--- config.mk ---
export PLATFORM = sky130hd
export DESIGN_NAME = muxb2_rr_feeder_flat
export DESIGN_NICKNAME = d
export VERILOG_FILES = /design/src/rtl/muxb2_rr_pkg.sv /design/src/rtl/muxb2_rr_feeder_if.sv /design/src/rtl/muxb2_out_q2.sv /design/src/rtl/muxb2_rr_feeder.sv /design/src/flat_wrapper.sv
export SDC_FILE = /design/constraint.sdc
export NUM_CORES = 1
export LEC_CHECK = 0
export ABC_CLOCK_PERIOD_IN_PS = 2420
export BUFFER_PORTS_ARGS = -buffer_cell sky130_fd_sc_hd__buf_2
export CORE_ASPECT_RATIO = 1.25
export CORE_UTILIZATION = 48
export CTS_CLUSTER_DIAMETER = 60
export DETAILED_ROUTE_END_ITERATION = 10
export PLACE_DENSITY_LB_ADDON = 0.15
export SYNTH_ARGS = -nofsm -noshare
export SYNTH_HDL_FRONTEND = slang
export SYNTH_SLANG_ARGS = --single-unit
--- constraint.sdc ---
create_clock -name CK -period 2.42 [get_ports CK]
set_input_delay 0 -clock CK [delete_from_list [all_inputs] [get_ports CK]]
set_output_delay 0 -clock CK [all_outputs]
set_load 0.05 [all_outputs]
--- src/rtl/muxb2_rr_pkg.sv ---
// Shared types and sizing for the round-robin feeder in front of the inverting 2:1 mux bank.
package muxb2_rr_pkg;

  typedef enum logic [1:0] {
    IDLE = 2'd0,
    SEL0 = 2'd1,
    SEL1 = 2'd2
  } state_e;

  localparam int QDEPTH = 2;
  localparam int CNT_W  = $clog2(QDEPTH + 1);

  // Round-robin pick: rr breaks a tie, otherwise the lone requester wins.
  function automatic logic winner(input logic v0, input logic v1, input logic rr);
    return (v0 && v1) ? rr : v1;
  endfunction

endpackage

--- src/rtl/muxb2_rr_feeder_if.sv ---
// Source channels, mux-bank drive/return and consumer port of the feeder, grouped as one bundle.
interface muxb2_rr_feeder_if #(parameter int WIDTH = 8);
  logic             IN0_VALID;
  logic             IN0_READY;
  logic [WIDTH-1:0] IN0_DATA;
  logic             IN1_VALID;
  logic             IN1_READY;
  logic [WIDTH-1:0] IN1_DATA;
  logic [WIDTH-1:0] MUX_A0;
  logic [WIDTH-1:0] MUX_A1;
  logic             MUX_SL;
  logic [WIDTH-1:0] MUX_ZN;
  logic             OUT_VALID;
  logic             OUT_READY;
  logic [WIDTH-1:0] OUT_DATA;

  modport slave (
    input  IN0_VALID, IN0_DATA, IN1_VALID, IN1_DATA, MUX_ZN, OUT_READY,
    output IN0_READY, IN1_READY, MUX_A0, MUX_A1, MUX_SL, OUT_VALID, OUT_DATA
  );

  modport master (
    output IN0_VALID, IN0_DATA, IN1_VALID, IN1_DATA, MUX_ZN, OUT_READY,
    input  IN0_READY, IN1_READY, MUX_A0, MUX_A1, MUX_SL, OUT_VALID, OUT_DATA
  );
endinterface

--- src/rtl/muxb2_out_q2.sv ---
// Two-entry valid/ready FIFO holding restored mux-bank results; exposes its fill count.
module muxb2_out_q2
  import muxb2_rr_pkg::*;
#(
  parameter int WIDTH = 8
) (
  input  logic             clk,
  input  logic             rst_n,
  input  logic             push_valid,
  input  logic [WIDTH-1:0] push_data,
  output logic             out_valid,
  input  logic             out_ready,
  output logic [WIDTH-1:0] out_data,
  output logic [CNT_W-1:0] count
);

  logic [QDEPTH-1:0][WIDTH-1:0] mem_q, mem_d;
  logic                         rd_ptr_q, rd_ptr_d;
  logic                         wr_ptr_q, wr_ptr_d;
  logic [CNT_W-1:0]             cnt_q, cnt_d;
  logic                         do_push, do_pop;

  always_comb begin
    do_push  = push_valid && (cnt_q != CNT_W'(QDEPTH));
    do_pop   = out_ready && (cnt_q != '0);
    mem_d    = mem_q;
    rd_ptr_d = rd_ptr_q;
    wr_ptr_d = wr_ptr_q;
    cnt_d    = cnt_q;
    if (do_push) begin
      mem_d[wr_ptr_q] = push_data;
      wr_ptr_d        = ~wr_ptr_q;
    end
    if (do_pop) rd_ptr_d = ~rd_ptr_q;
    // Simultaneous push and pop leaves the count alone.
    case ({do_push, do_pop})
      2'b10:   cnt_d = cnt_q + CNT_W'(1);
      2'b01:   cnt_d = cnt_q - CNT_W'(1);
      default: cnt_d = cnt_q;
    endcase
  end

  always_ff @(posedge clk or negedge rst_n) begin
    if (!rst_n) begin
      mem_q    <= '0;
      rd_ptr_q <= 1'b0;
      wr_ptr_q <= 1'b0;
      cnt_q    <= '0;
    end else begin
      mem_q    <= mem_d;
      rd_ptr_q <= rd_ptr_d;
      wr_ptr_q <= wr_ptr_d;
      cnt_q    <= cnt_d;
    end
  end

  assign out_valid = (cnt_q != '0);
  assign out_data  = mem_q[rd_ptr_q];
  assign count     = cnt_q;

endmodule

--- src/rtl/muxb2_rr_feeder.sv ---
// Round-robin feeder: steers one of two sources through the external inverting mux bank via a
// registered SL, restores polarity of the bank output and queues it for the consumer.
module muxb2_rr_feeder
  import muxb2_rr_pkg::*;
#(
  parameter int WIDTH = 8
) (
  input logic               CK,
  input logic               RN,
  muxb2_rr_feeder_if.slave  bus
);

  state_e           state_q, state_d;
  logic             sl_q, sl_d;
  logic             rr_q, rr_d;
  logic [CNT_W-1:0] q_cnt;
  logic             q_full;
  logic             push;
  logic             rdy0, rdy1;
  logic             win;
  logic             cur_ch, cur_v, oth_v, nxt_ch;

  // Both data buses go straight to the bank; only SL decides which one comes back.
  assign bus.MUX_A0 = bus.IN0_DATA;
  assign bus.MUX_A1 = bus.IN1_DATA;
  assign bus.MUX_SL = sl_q;

  always_comb begin
    state_d = state_q;
    sl_d    = sl_q;
    rr_d    = rr_q;
    push    = 1'b0;
    rdy0    = 1'b0;
    rdy1    = 1'b0;
    cur_ch  = 1'b0;
    cur_v   = 1'b0;
    oth_v   = 1'b0;
    nxt_ch  = 1'b0;
    q_full  = (q_cnt == CNT_W'(QDEPTH));
    win     = winner(bus.IN0_VALID, bus.IN1_VALID, rr_q);
    case (state_q)
      // Bubble cycle: SL is loaded here and the bank settles before the first capture.
      IDLE: begin
        if (bus.IN0_VALID || bus.IN1_VALID) begin
          state_d = win ? SEL1 : SEL0;
          sl_d    = win;
        end
      end
      SEL0, SEL1: begin
        cur_ch = (state_q == SEL1);
        cur_v  = cur_ch ? bus.IN1_VALID : bus.IN0_VALID;
        oth_v  = cur_ch ? bus.IN0_VALID : bus.IN1_VALID;
        if (!cur_v) begin
          state_d = IDLE;
        end else if (!q_full) begin
          push   = 1'b1;
          rr_d   = ~cur_ch;
          rdy0   = ~cur_ch;
          rdy1   = cur_ch;
          // Hand over to the other source if it waits, else keep streaming the current one.
          nxt_ch  = oth_v ? ~cur_ch : cur_ch;
          state_d = nxt_ch ? SEL1 : SEL0;
          sl_d    = nxt_ch;
        end
      end
      default: state_d = IDLE;
    endcase
  end

  always_ff @(posedge CK or negedge RN) begin
    if (!RN) begin
      state_q <= IDLE;
      sl_q    <= 1'b0;
      rr_q    <= 1'b0;
    end else begin
      state_q <= state_d;
      sl_q    <= sl_d;
      rr_q    <= rr_d;
    end
  end

  assign bus.IN0_READY = rdy0;
  assign bus.IN1_READY = rdy1;

  muxb2_out_q2 #(.WIDTH(WIDTH)) u_q (
    .clk        (CK),
    .rst_n      (RN),
    .push_valid (push),
    .push_data  (~bus.MUX_ZN),
    .out_valid  (bus.OUT_VALID),
    .out_ready  (bus.OUT_READY),
    .out_data   (bus.OUT_DATA),
    .count      (q_cnt)
  );

endmodule

--- src/flat_wrapper.sv ---
// flat-port wrapper written by rule: the top's interface ports become plain ports
module muxb2_rr_feeder_flat import muxb2_rr_pkg::*;
#(
  parameter int WIDTH = 8
)
  (CK, RN, bus_IN0_VALID, bus_IN0_DATA, bus_IN1_VALID, bus_IN1_DATA, bus_MUX_ZN, bus_OUT_READY, bus_IN0_READY, bus_IN1_READY, bus_MUX_A0, bus_MUX_A1, bus_MUX_SL, bus_OUT_VALID, bus_OUT_DATA);
  muxb2_rr_feeder_if #(.WIDTH(WIDTH)) bus_i ();
  input logic CK;
  input logic RN;
  input wire logic [$bits(bus_i.IN0_VALID)-1:0] bus_IN0_VALID;
  input wire logic [$bits(bus_i.IN0_DATA)-1:0] bus_IN0_DATA;
  input wire logic [$bits(bus_i.IN1_VALID)-1:0] bus_IN1_VALID;
  input wire logic [$bits(bus_i.IN1_DATA)-1:0] bus_IN1_DATA;
  input wire logic [$bits(bus_i.MUX_ZN)-1:0] bus_MUX_ZN;
  input wire logic [$bits(bus_i.OUT_READY)-1:0] bus_OUT_READY;
  output wire logic [$bits(bus_i.IN0_READY)-1:0] bus_IN0_READY;
  output wire logic [$bits(bus_i.IN1_READY)-1:0] bus_IN1_READY;
  output wire logic [$bits(bus_i.MUX_A0)-1:0] bus_MUX_A0;
  output wire logic [$bits(bus_i.MUX_A1)-1:0] bus_MUX_A1;
  output wire logic [$bits(bus_i.MUX_SL)-1:0] bus_MUX_SL;
  output wire logic [$bits(bus_i.OUT_VALID)-1:0] bus_OUT_VALID;
  output wire logic [$bits(bus_i.OUT_DATA)-1:0] bus_OUT_DATA;
  assign bus_i.IN0_VALID = bus_IN0_VALID;
  assign bus_i.IN0_DATA = bus_IN0_DATA;
  assign bus_i.IN1_VALID = bus_IN1_VALID;
  assign bus_i.IN1_DATA = bus_IN1_DATA;
  assign bus_i.MUX_ZN = bus_MUX_ZN;
  assign bus_i.OUT_READY = bus_OUT_READY;
  assign bus_IN0_READY = bus_i.IN0_READY;
  assign bus_IN1_READY = bus_i.IN1_READY;
  assign bus_MUX_A0 = bus_i.MUX_A0;
  assign bus_MUX_A1 = bus_i.MUX_A1;
  assign bus_MUX_SL = bus_i.MUX_SL;
  assign bus_OUT_VALID = bus_i.OUT_VALID;
  assign bus_OUT_DATA = bus_i.OUT_DATA;
  muxb2_rr_feeder #(.WIDTH(WIDTH)) u_core (.CK(CK), .RN(RN), .bus(bus_i));
endmodule
==> qor.yml <==
htree_levels: 1
gp_congestion: 0.902
synth_nets: 165
synth_top_family_by_area: "compound AO/OA/AOI/OAI gates"
die_x_um: 50.7
via_per_inst: 5.42
cts_tree: "built"
grt_pass1_wl_um: 4420
cts_resized: 0
min_path_type: "in -> out"
drtIter0Drc: 6
row_count: 21
grt_pass1_vias: 1018
multi_input_area_um2: 651
die_y_um: 62.9
avgSynthCellArea_um2: 10.8
whs_ns: 0.000108
ys_ff_latch: 24
dp_hpwl_um: 1950
power_mw: 2.49
p_leak_nw: 0.757
layout-drive-gt1-share_pct: 40.3
critPathMaxFanout: 12
regToRegStartpoint: "u_core.state_q[0]"
cts_hold_buf: 9
yosysSeqAreaShare_pct: 42.2
path_delay_family: "adder cells"
post-place-ws_ns: 0.458
seqCellArea_um2: 601
outcome: "completed"
report.final.slew_viol_count: 0
yosys-top-cells-area: "dfrtp_1 42%, o21ai_2 9.8%, buf_4 9.0%"
fin_crit_ns: 2.04
r2r-end: "u_core.u_q.count[1]"
syn_area_mm2: 0.00142
synthSimpleGateAreaFrac_pct: 14.9
ys.flop_type: "dfrtp_1"
reg2reg_depth: 6
fin_nets: 183
synthCells: 132
dr.pass1.iters: 2
tightest_slew_ns: 0.525
rsz0062_at_grt: "no"
critical-path-max-stage-delay_ns: 0.58
peakVddDrop_mv: 0.886
ys_warn_count: 0
slowest_stage: "ha_1"
remaining_drc_errors: 0
synth_top_cell_area_share_pct: 42.2
cts_buffer_depth: 2
grt_max_degree: 25
grtUsageTotal_pct: 18.4
synth_fa_ha_area_share_pct: 3.51
async_reset_ff_share_pct: 100
fin_crit_sh_pct: 84.2
ios: 57
wl_per_cell_um: 14.1
root_buffer: "clkbuf_4"
wl_um: 2580
synth_cell_type_count: 34
dr_total_vias: 991
powerDensity_mw_per_mm2: 1580
antenna_found_initial: 0
path_cells: "inv_1, ha_1, nand3_4, nor2_1, buf_2"
startpoint: "u_core.state_q[0]"
nFillCells: 254
slew_headroom_pct: 65.0
worst_slack_ns: 0.383
synth-edff-count: 0
finalSetupViolCount: 0
cp.depth: 5
synthToLayoutAreaGrowth_pct: 10.6
cp.required_ns: 2.42
clk_latency_ns: 0.31
clkSlewWorstSetupHoldPaths_ns: 0.12
numCtsBuffers: 3
crit_path_end: "bus_IN0_READY"
path_buf_inv: 2
cp-start-kind: "flip-flop"
min_from: "bus_IN1_DATA[6]"
synth.most_common_cell: "dfrtp_1"
finClkSkew_ns: 0.00665
coreArea_mm2: 0.00276
portBuffers: 24
synth-compound-area-share_pct: 17.4
arrival_ns: 2.04
end_kind: "primary output"
path_class: "reg -> out"
synth_top_area_cell: "dfrtp_1"
synth-xor-area-share_pct: 2.46
cap_violations: 0
grt_overflow: 0
n_antenna_cell: 0
reg2reg_slack_ns: 0.43
utilization_pct: 57.1
max_freq_ghz: 0.491
postRouteAntennaNets: 0
clkSinkCount: 24
final_hold_viol_count: 0
muxShareOfSynthArea_pct: 7.38
post_cts_buffers: 0
fp.dieArea_mm2: 0.00319
tns_ns: 0
start_util_pct: 51.6
synth.top_cells.by_count: "24 x dfrtp_1, 19 x nand2_1, 17 x buf_4"
## where the power goes
group	switching, mW	internal, mW
combinational	0.943	0.519
clock	0.118	0.167
sequential	0.149	0.592
total	1.21	1.28
## routing by layer
metal  share of wire [%]  global-route usage (%)  up-vias
met5                   0                       0        -
met4                 1.9                    7.99        0
met3                 6.0                    4.38       10
met2                  54                    33.3       32
met1                  38                    19.6      474
li1                    -                       -      475
## final cells by class
class | instances | share of cell area (%)
Multi-Input combinational cell | 83 | 41.3
Sequential cell | 24 | 38.1
Timing Repair Buffer | 33 | 13.3
Tap cell | 34 | 2.70
Clock inverter | 1 | 1.91
Clock buffer | 3 | 1.43
Inverter | 5 | 1.19
## state kept, by name, summed over array words and instances (netlist names)
signal	cells
u_core.u_q.mem_q	16
u_core.state_q	2
u_core.u_q.count	2
u_core.bus.MUX_SL	1
u_core.rr_q	1
u_core.u_q.rd_ptr_q	1
u_core.u_q.wr_ptr_q	1
## logic make-up (layout without fill, tap and decap cells)
| group | Yosys count | in the layout |
|---|---|---|
| buffers and inverters | 25 | 42 |
| DFF | 24 | 24 |
| AOI/OAI and AO/OA | 31 | 31 |
| adders and majority gates | 4 | 4 |
| muxes | 9 | 9 |
| and+or+nand+nor | 35 | 35 |
| xor gates and xnor gates | 4 | 4 |
## cell usage in the layout (no fill, tap or decap)
master	count
xnor2_1	2
a21oi_1	2
nand4b_4	1
inv_1	5
xor2_1	2
clkbuf_4	3
nand2_1	19
ha_1	4
dlygate4sd3_1	9
nand4_4	1
and2_1	1
o21ai_2	16
nand4_1	1
a31oi_1	1
nor3b_1	1
or2_2	1
nor2_1	3
nand3_4	1
a32o_1	2
a21o_1	1
or3_1	1
buf_2	24
mux2_2	8
mux2_4	1
o21ai_0	5
a22oi_1	1
or2b_2	1
dfrtp_1	24
a41o_1	1
and2b_2	1
bufinv_16	1
o31ai_2	1
a2bb2oi_1	1
nand3_1	1
nor2b_1	2
## through the flow
stage	cells	instance area [µm²]
floorplan	132	1420
global placement	170	1430
detailed placement	170	1430
CTS	183	1580
global route	183	1580
finish	183	1580
## worst min path at each step
stage | end | slack [ns] | depth (start not counted)
after floorplan | u_core.bus.MUX_SL | -0.30 | 0
after global placement | bus_MUX_A1[3] | 0.0004 | 0
after detailed placement | bus_MUX_A1[3] | 0.0004 | 0
after CTS | bus_MUX_A1[3] | 0.0004 | 0
after global routing | bus_MUX_A1[4] | 0.0001 | 0
final | bus_MUX_A1[6] | 0.0001 | 0
Power figures use the tool's default switching activity.
